===== src/rtl/ram_pkg.sv =====
// ============================================================================
// ram_pkg: shared sizes and request type for the Ram port controller.
// Revision: 1.0
// ============================================================================
`default_nettype none

package ram_pkg;

   localparam int ADDR_SIZE = 4;
   localparam int CELL_SIZE = 16;
   localparam int RSP_DEPTH = 2;

   typedef struct packed {
      logic                 we;
      logic [ADDR_SIZE-1:0] addr;
      logic [CELL_SIZE-1:0] wdata;
   } ram_req_t;

endpackage

`default_nettype wire


===== src/rtl/ram_rsp_fifo.sv =====
// ============================================================================
// ram_rsp_fifo: 2-entry response FIFO with async clear.
// Revision: 1.0
// ============================================================================
`default_nettype none

module ram_rsp_fifo
   import ram_pkg::*;
#(
   parameter int WIDTH = 16
) (
   input  logic             clk,
   input  logic             reset_n,
   input  logic             i_push,
   input  logic             i_pop,
   input  logic [WIDTH-1:0] i_data,
   output logic [1:0]       o_occ,
   output logic [WIDTH-1:0] o_head
);

   logic [WIDTH-1:0] r_mem [RSP_DEPTH];
   logic             r_wr_ptr;
   logic             r_rd_ptr;
   logic [1:0]       r_occ;
   logic             w_pop_ok;

   // Popping an empty FIFO is ignored so the pointers cannot drift.
   assign w_pop_ok = i_pop && (r_occ != 2'd0);

   always_ff @(posedge clk or negedge reset_n) begin
      if (!reset_n) begin
         for (int i = 0; i < RSP_DEPTH; i++) begin
            r_mem[i] <= '0;
         end
         r_wr_ptr <= 1'b0;
         r_rd_ptr <= 1'b0;
         r_occ    <= 2'd0;
      end else begin
         if (i_push) begin
            r_mem[r_wr_ptr] <= i_data;
            r_wr_ptr        <= ~r_wr_ptr;
         end
         if (w_pop_ok) begin
            r_rd_ptr <= ~r_rd_ptr;
         end
         case ({i_push, w_pop_ok})
            2'b10:   r_occ <= r_occ + 2'd1;
            2'b01:   r_occ <= r_occ - 2'd1;
            default: r_occ <= r_occ;
         endcase
      end
   end

   assign o_occ  = r_occ;
   assign o_head = r_mem[r_rd_ptr];

   a_no_overflow : assert property (@(posedge clk) disable iff (!reset_n)
      !(i_push && !w_pop_ok && (r_occ == 2'd2)));

endmodule

`default_nettype wire


===== src/rtl/ram_port_ctrl.sv =====
// ============================================================================
// ram_port_ctrl: valid/ready front-end driving a 1-cycle registered-read Ram.
// Revision: 1.0
// ============================================================================
`default_nettype none

module ram_port_ctrl
   import ram_pkg::*;
#(
   parameter int ADDR_SIZE = ram_pkg::ADDR_SIZE,
   parameter int CELL_SIZE = ram_pkg::CELL_SIZE
) (
   input  logic                 clk,
   input  logic                 reset_n,
   input  logic                 i_req_valid,
   output logic                 o_req_ready,
   input  logic                 i_req_we,
   input  logic [ADDR_SIZE-1:0] i_req_addr,
   input  logic [CELL_SIZE-1:0] i_req_wdata,
   output logic                 o_rsp_valid,
   input  logic                 i_rsp_ready,
   output logic [CELL_SIZE-1:0] o_rsp_rdata,
   output logic [ADDR_SIZE-1:0] o_ram_ra,
   output logic [ADDR_SIZE-1:0] o_ram_wa,
   output logic [CELL_SIZE-1:0] o_ram_data,
   output logic                 o_ram_we,
   input  logic [CELL_SIZE-1:0] i_ram_result
);

   logic                 r_inflight;
   logic [1:0]           w_occ;
   logic [CELL_SIZE-1:0] w_head;
   logic                 w_pop;
   logic [2:0]           w_pending;
   logic                 w_ready;
   logic                 w_read_acc;

   assign w_pop = (w_occ != 2'd0) && i_rsp_ready;

   // A read needs a buffer slot guaranteed for when its data lands two
   // cycles later; writes never produce a response so are always taken.
   assign w_pending  = {1'b0, w_occ} + {2'b00, r_inflight} - {2'b00, w_pop};
   assign w_ready    = i_req_we || (w_pending < 3'(RSP_DEPTH));
   assign w_read_acc = i_req_valid && w_ready && !i_req_we;

   always_ff @(posedge clk or negedge reset_n) begin
      if (!reset_n) begin
         r_inflight <= 1'b0;
      end else begin
         r_inflight <= w_read_acc;
      end
   end

   ram_rsp_fifo #(
      .WIDTH (CELL_SIZE)
   ) u_rsp_fifo (
      .clk     (clk),
      .reset_n (reset_n),
      .i_push  (r_inflight),
      .i_pop   (w_pop),
      .i_data  (i_ram_result),
      .o_occ   (w_occ),
      .o_head  (w_head)
   );

   assign o_req_ready = w_ready;
   assign o_rsp_valid = (w_occ != 2'd0);
   assign o_rsp_rdata = w_head;

   assign o_ram_ra   = i_req_addr;
   assign o_ram_wa   = i_req_addr;
   assign o_ram_data = i_req_wdata;
   assign o_ram_we   = i_req_valid && w_ready && i_req_we;

endmodule

`default_nettype wire


===== config.mk =====
export PLATFORM = sky130hd
export DESIGN_NAME = ram_port_ctrl
export DESIGN_NICKNAME = d
export VERILOG_FILES = /design/src/rtl/ram_pkg.sv /design/src/rtl/ram_rsp_fifo.sv /design/src/rtl/ram_port_ctrl.sv
export SDC_FILE = /design/constraint.sdc
export NUM_CORES = 1
export LEC_CHECK = 0
export BUFFER_PORTS_ARGS = -buffer_cell sky130_fd_sc_hd__buf_4
export CAP_MARGIN = 20
export CORE_UTILIZATION = 52
export CTS_BUF_LIST = sky130_fd_sc_hd__clkbuf_8
export CTS_CLUSTER_DIAMETER = 50
export DETAILED_ROUTE_END_ITERATION = 12
export PLACE_DENSITY = 0.95
export RECOVER_POWER = 100
export REMOVE_ABC_BUFFERS = 1
export SETUP_SLACK_MARGIN = 0.2
export SYNTH_ARGS = -nofsm -noshare
export SYNTH_HDL_FRONTEND = slang
export SYNTH_SLANG_ARGS = --single-unit

===== constraint.sdc =====
create_clock -name clk -period 5.8 [get_ports clk]
set_input_delay 0.58 -clock clk [delete_from_list [all_inputs] [get_ports clk]]
set_output_delay 0.58 -clock clk [all_outputs]
set_load 0.1 [all_outputs]

# After elaboration in Yosys (flattened, before gate mapping)

Cells that the tools add are included.

Register bits: 37
Bits of input ports: 41
Output and inout bits: 43
Logic and storage cells: 37

$add $sub $neg: 4
Magnitude comparators: 4
Equal/unequal tests: 2
Mux-type cells: 7
Bitwise operators: 4
Reduce and logical (&&, ||, !) cells: 10

Operators by type and width:

| cell                                                                         | count |
|---|---|
| 16-bit 2-to-1 mux                                                            | 4 |
| 32-bit bitwise mux                                                           | 1 |
| 16-bit demux with 1-bit select                                               | 1 |
| 1-bit logical AND                                                            | 6 |
| 2-bit >= comparator, second input constant                                   | 2 |
| 1-bit NOT with 2-bit output                                                  | 2 |
| 2-bit case mux with 2 select lines                                           | 1 |
| 2-bit nonzero test                                                           | 2 |
| 2-bit by 1-bit adder with 3-bit output                                       | 1 |
| 3-bit by 2-bit less-than comparator with 1-bit output, second input constant | 1 |
| 3-bit by 1-bit subtractor with 3-bit output                                  | 1 |
| 2-bit by 1-bit adder with 2-bit output, second input constant                | 1 |
| 2-bit by 1-bit equality test with 1-bit output, second input constant        | 1 |
| 2-bit equality test, second input constant                                   | 1 |
| 2-bit by 1-bit less-than comparator with 1-bit output, second input constant | 1 |
| 1-bit NOT                                                                    | 2 |
| 2-bit by 1-bit subtractor with 2-bit output, second input constant           | 1 |
| 1-bit logical NOT                                                            | 1 |
| 1-bit logical OR                                                             | 1 |

# Logic depth before layout (Yosys ltp)

Depth after elaboration: 7
Gate-level depth with buffers: 8
Depth with buffers taken out: 8

# Hierarchy

A second synthesis with hierarchy kept.

Cell total of the unflattened synthesis: 136
Area, all modules: 1,868.0 um^2

By module, submodules not included:

| module        | times used | cells each | area an instance (um^2) | sequential area each (um^2) |
|---|---|---|---|---|
| ram_rsp_fifo  | 1          | 99         | 1,562.7                 | 900.9 |
| ram_port_ctrl | 1          | 37         | 305.3                   | 25.0 |

# Least setup slack after synthesis

Ideal clock, no wire load.

Path kind: register -> output
Start: reg u_rsp_fifo.r_occ[1], in the netlist u_rsp_fifo.o_occ[1]
End: out o_req_ready
Arrival time: 3.033 ns
Path slack: 2.187 ns
Stages on the path, launching flop included: 9
Path through: dfrtp_1 -> or2_2 -> and2_1 -> ha_1 -> or2b_1 -> fa_1 -> xnor2_1 -> nand2_1 -> nand2b_1

Longest elaborated chain between the ends: 5

Ends and longest elaborated chain:

| item                                                  | line                | RTL |
|---|---|---|
| from (decl)                                           | ram_rsp_fifo.sv:24  | `logic [1:0] r_occ;` |
| from (signal assigned)                                | ram_rsp_fifo.sv:47  | `2'b10: r_occ <= r_occ + 2'd1;` |
| from (signal assigned)                                | ram_rsp_fifo.sv:48  | `2'b01: r_occ <= r_occ - 2'd1;` |
| from (signal assigned)                                | ram_rsp_fifo.sv:49  | `default: r_occ <= r_occ;` |
| 2-bit nonzero test                                    | -                   |  |
| net o_rsp_valid                                       | ram_port_ctrl.sv:20 | `output logic o_rsp_valid,` |
| 1-bit logical AND                                     | ram_port_ctrl.sv:38 | `assign w_pop = (w_occ != 2'd0) && i_rsp_ready;` |
| 3-bit by 1-bit subtractor with 3-bit output           | ram_port_ctrl.sv:42 | `assign w_pending = {1'b0, w_occ} + {2'b00, r_inflight} - {2'b00, w_pop};` |
| 3-bit by 2-bit less-than comparator with 1-bit output | ram_port_ctrl.sv:43 | `assign w_ready = i_req_we \|\| (w_pending < 3'(RSP_DEPTH));` |
| 1-bit logical OR                                      | ram_port_ctrl.sv:43 |  |
| to (decl)                                             | ram_port_ctrl.sv:16 | `output logic o_req_ready,` |

The timed path passes the listed nets, and every way through them passes these cells.

# Worst setup path after layout

Start: reg u_rsp_fifo.r_occ[1], in the netlist u_rsp_fifo.o_occ[1]
End: out o_req_ready

Longest elaborated chain between the ends: 5

Ends and longest elaborated chain:

| item                                                                           | line |
|---|---|
| branches (longest 2 deep; another with 2-bit by 1-bit adder with 3-bit output) | - |
| 3-bit by 1-bit subtractor with 3-bit output *                                  | ram_port_ctrl.sv:42 |
| 3-bit by 2-bit less-than comparator with 1-bit output *                        | ram_port_ctrl.sv:43 |
| 1-bit logical OR *                                                             | ram_port_ctrl.sv:43 |

Mark *: on every way between the ends.

==> out/metrics.csv <==
metric;value;unit
post-synth cell types;21;
worst setup margin;1.85;ns
drt total wl;3.48;mm
post-synthesis cell count;134;
type of the tightest min-delay check;in2reg;
sequential share of the synthesized area;50.1;%
synth cell count leaders;mux2_2, dfrtp_1, buf_4;
Multi-input gate area;693;sq um
CTS H-tree lvls;2;
total track usage;19.7;%
final count of hold timing violations;0;
largest net degree at the start of global routing;38;
Initial Util;55.0;%
yosys warns;0;
clock-pin slew on the worst setup and hold paths;0.07;ns
initial antenna violation count;0;
DP Area;1990;sq um
fin nets;196;
Critical Path End Type;output port;
drc violations;0;
Worst Setup Start Kind;flop;
register area;926;sq um
gr ovfl total;0;
final instance area;2000;sq um
number of placement rows;21;
Longest Clk Path Bufs;2;
sum of negative setup slack;0;ns
Core Region;3360;sq um
DP HPWL;2.49;mm
ANT nets after route;0;
CP bufs+invs;1;
vias;1052;
number of gates resized after CTS;0;
Die Wd;61.6;um
synth top area cells;dfrtp_1, mux2_2, buf_4;
clock latency on the worst-skew pair;0.28;ns
First-pass DRT Iterations;4;
max_cap viols;1;
pre-CTS WS;2.73;ns
IO buf count;39;
#FFs+latches synth;37;
Layout Area Growth over Synthesis;8.32;%
Die H;61.6;um
outcome;complete, but fails checks;
Crit Path Category;reg2out;
Max Fclk;253;MHz
Rel. slew slack;-27.9;%
layout cell share with drive strength beyond 1;48.4;%
fin util;59.6;%
failing checks;max-capacitance violations, max-slew violations;
I/O Pins;84;
routed len/inst;17.5;um
clock skew;0.00362;ns
Final Setup Violations;0;
hold_buf cts;0;
synthesized area per cell;13.8;sq um
pins over their slew limit;38;
cell taking the most area after synthesis;dfrtp_1;
async set-reset flop share out of synthesis;100;%
crit-path cells;or2_2, and2_0, ha_1, or2b_1, fa_1, xnor2_1, nand2_1, nand2b_1, clkbuf_1;
drt initial violations;14;
mapped cell area;1850;sq um
crit-path max cell delay;0.85;ns
vias in the first global route;1091;
Tmin final;3.95;ns
CP top delay family;simple AND/OR/NAND/NOR gates;
RSZ-0062 raised after global routing;no;
Via density;5.29;
root buf cell;clkbuf_8;
Num CTS Buffers;5;
flop-to-flop setup slack;3.36;ns
Antenna diodes;0;
Post-synth EDFFs;0;
gpl congestion;0.575;
fillcell total;311;
CP Data Arrival Time;3.37;ns
Final period util;68.1;%
most frequent cell after synthesis;mux2_2;
WP data required;5.22;ns
Clock Sinks;37;
dominant synthesized flop cell;dfrtp_1;
Slowest-stage cell, CP;clkbuf_1;
die area;3800;sq um
Worst-Margin Slew;1.92;ns
first-pass GRT wire length;5.09;mm
Critical Path Fanout Max;4;
setup repair bufs after CTS;0;
TritonCTS clock tree;built;
top cell type's share of synthesized area;50.1;%
==> metal layers <==
layer	wire length, um	GRT usage (%)
met5	0	2.86
met4	31	9.52
met3	304	10.7
met2	1660	27.8
met1	1480	24.3
==> through the flow <==
step,hold slack (ns),std cells
4_1_cts,0.254,199
2_1_floorplan,0.284,106
5_1_grt,0.459,199
6_report,0.459,199
3_5_place_dp,0.491,191
3_3_place_gp,0.464,191
==> worst paths after layout <==
| path | start | to | cells after the start |
|---|---|---|---|
| hold / removal | i_req_we | r_inflight | 2 |
| max in group asynchronous | reset_n | u_rsp_fifo.r_rd_ptr | 1 |
| setup / recovery | u_rsp_fifo.o_occ[1] | o_req_ready | 9 |
| min in group asynchronous | reset_n | u_rsp_fifo.r_mem[19] | 1 |
| setup reg to reg | u_rsp_fifo.o_occ[1] | r_inflight | 8 |
| hold reg to reg | u_rsp_fifo.r_mem[15] | u_rsp_fifo.r_mem[15] | 1 |
==> sequential cells by signal, indices dropped and copies added, names as in the netlist <==
register / flops
u_rsp_fifo.r_wr_ptr: 1
u_rsp_fifo.r_rd_ptr: 1
u_rsp_fifo.o_occ: 2
u_rsp_fifo.r_mem: 32
r_inflight: 1
==> layout make-up <==
type	instances	area share (%)
inverters	2	0.375
clock buffers	7	4.81
clock inverters	1	0.250
well taps	46	2.87
multi-input cells	67	34.6
repair buffers	39	10.9
flip-flops and latches	37	46.2
==> worst reg2reg max path, stage by stage, from the launching register on <==
cell	delay (ns)
dfrtp_1	0.45
or2_2	0.33
and2_0	0.21
ha_1	0.30
or2b_1	0.24
fa_1	0.38
xnor2_1	0.14
nand2_1	0.09
nor3b_1	0.20
==> layout by cell type, fill, tap and decap left out <==
cell      count
nor2_1        2
buf_4        19
nor3b_1       1
xnor2_1       3
nand2_1       2
and2_0        1
and2_1        1
clkbuf_1     20
xor2_1        3
fa_1          1
mux2_2       46
inv_1         2
or2b_1        1
ha_1          2
dfrtp_1      37
clkinv_2      1
or2_2         1
nand2b_1      1
mux2_1        2
clkbuf_8      7
==> kinds of logic (layout without fill, tap and decap cells) <==
logic type               count (synthesis)  after routing  synth area share, %
multiplexers                            48             48                 29.2
adder cells (fa/ha/maj)                  3              3                 2.44
buffers and inverters                   30             49                 11.9
XOR/XNOR                                 6              6                 2.84
flip-flops                              37             37                 50.1
AND/OR/NAND/NOR                         10             10                 3.52
Power is left out: the tool's default activity adds up to more than one toggle a clock period on the data nets, which glitch-free logic cannot reach.
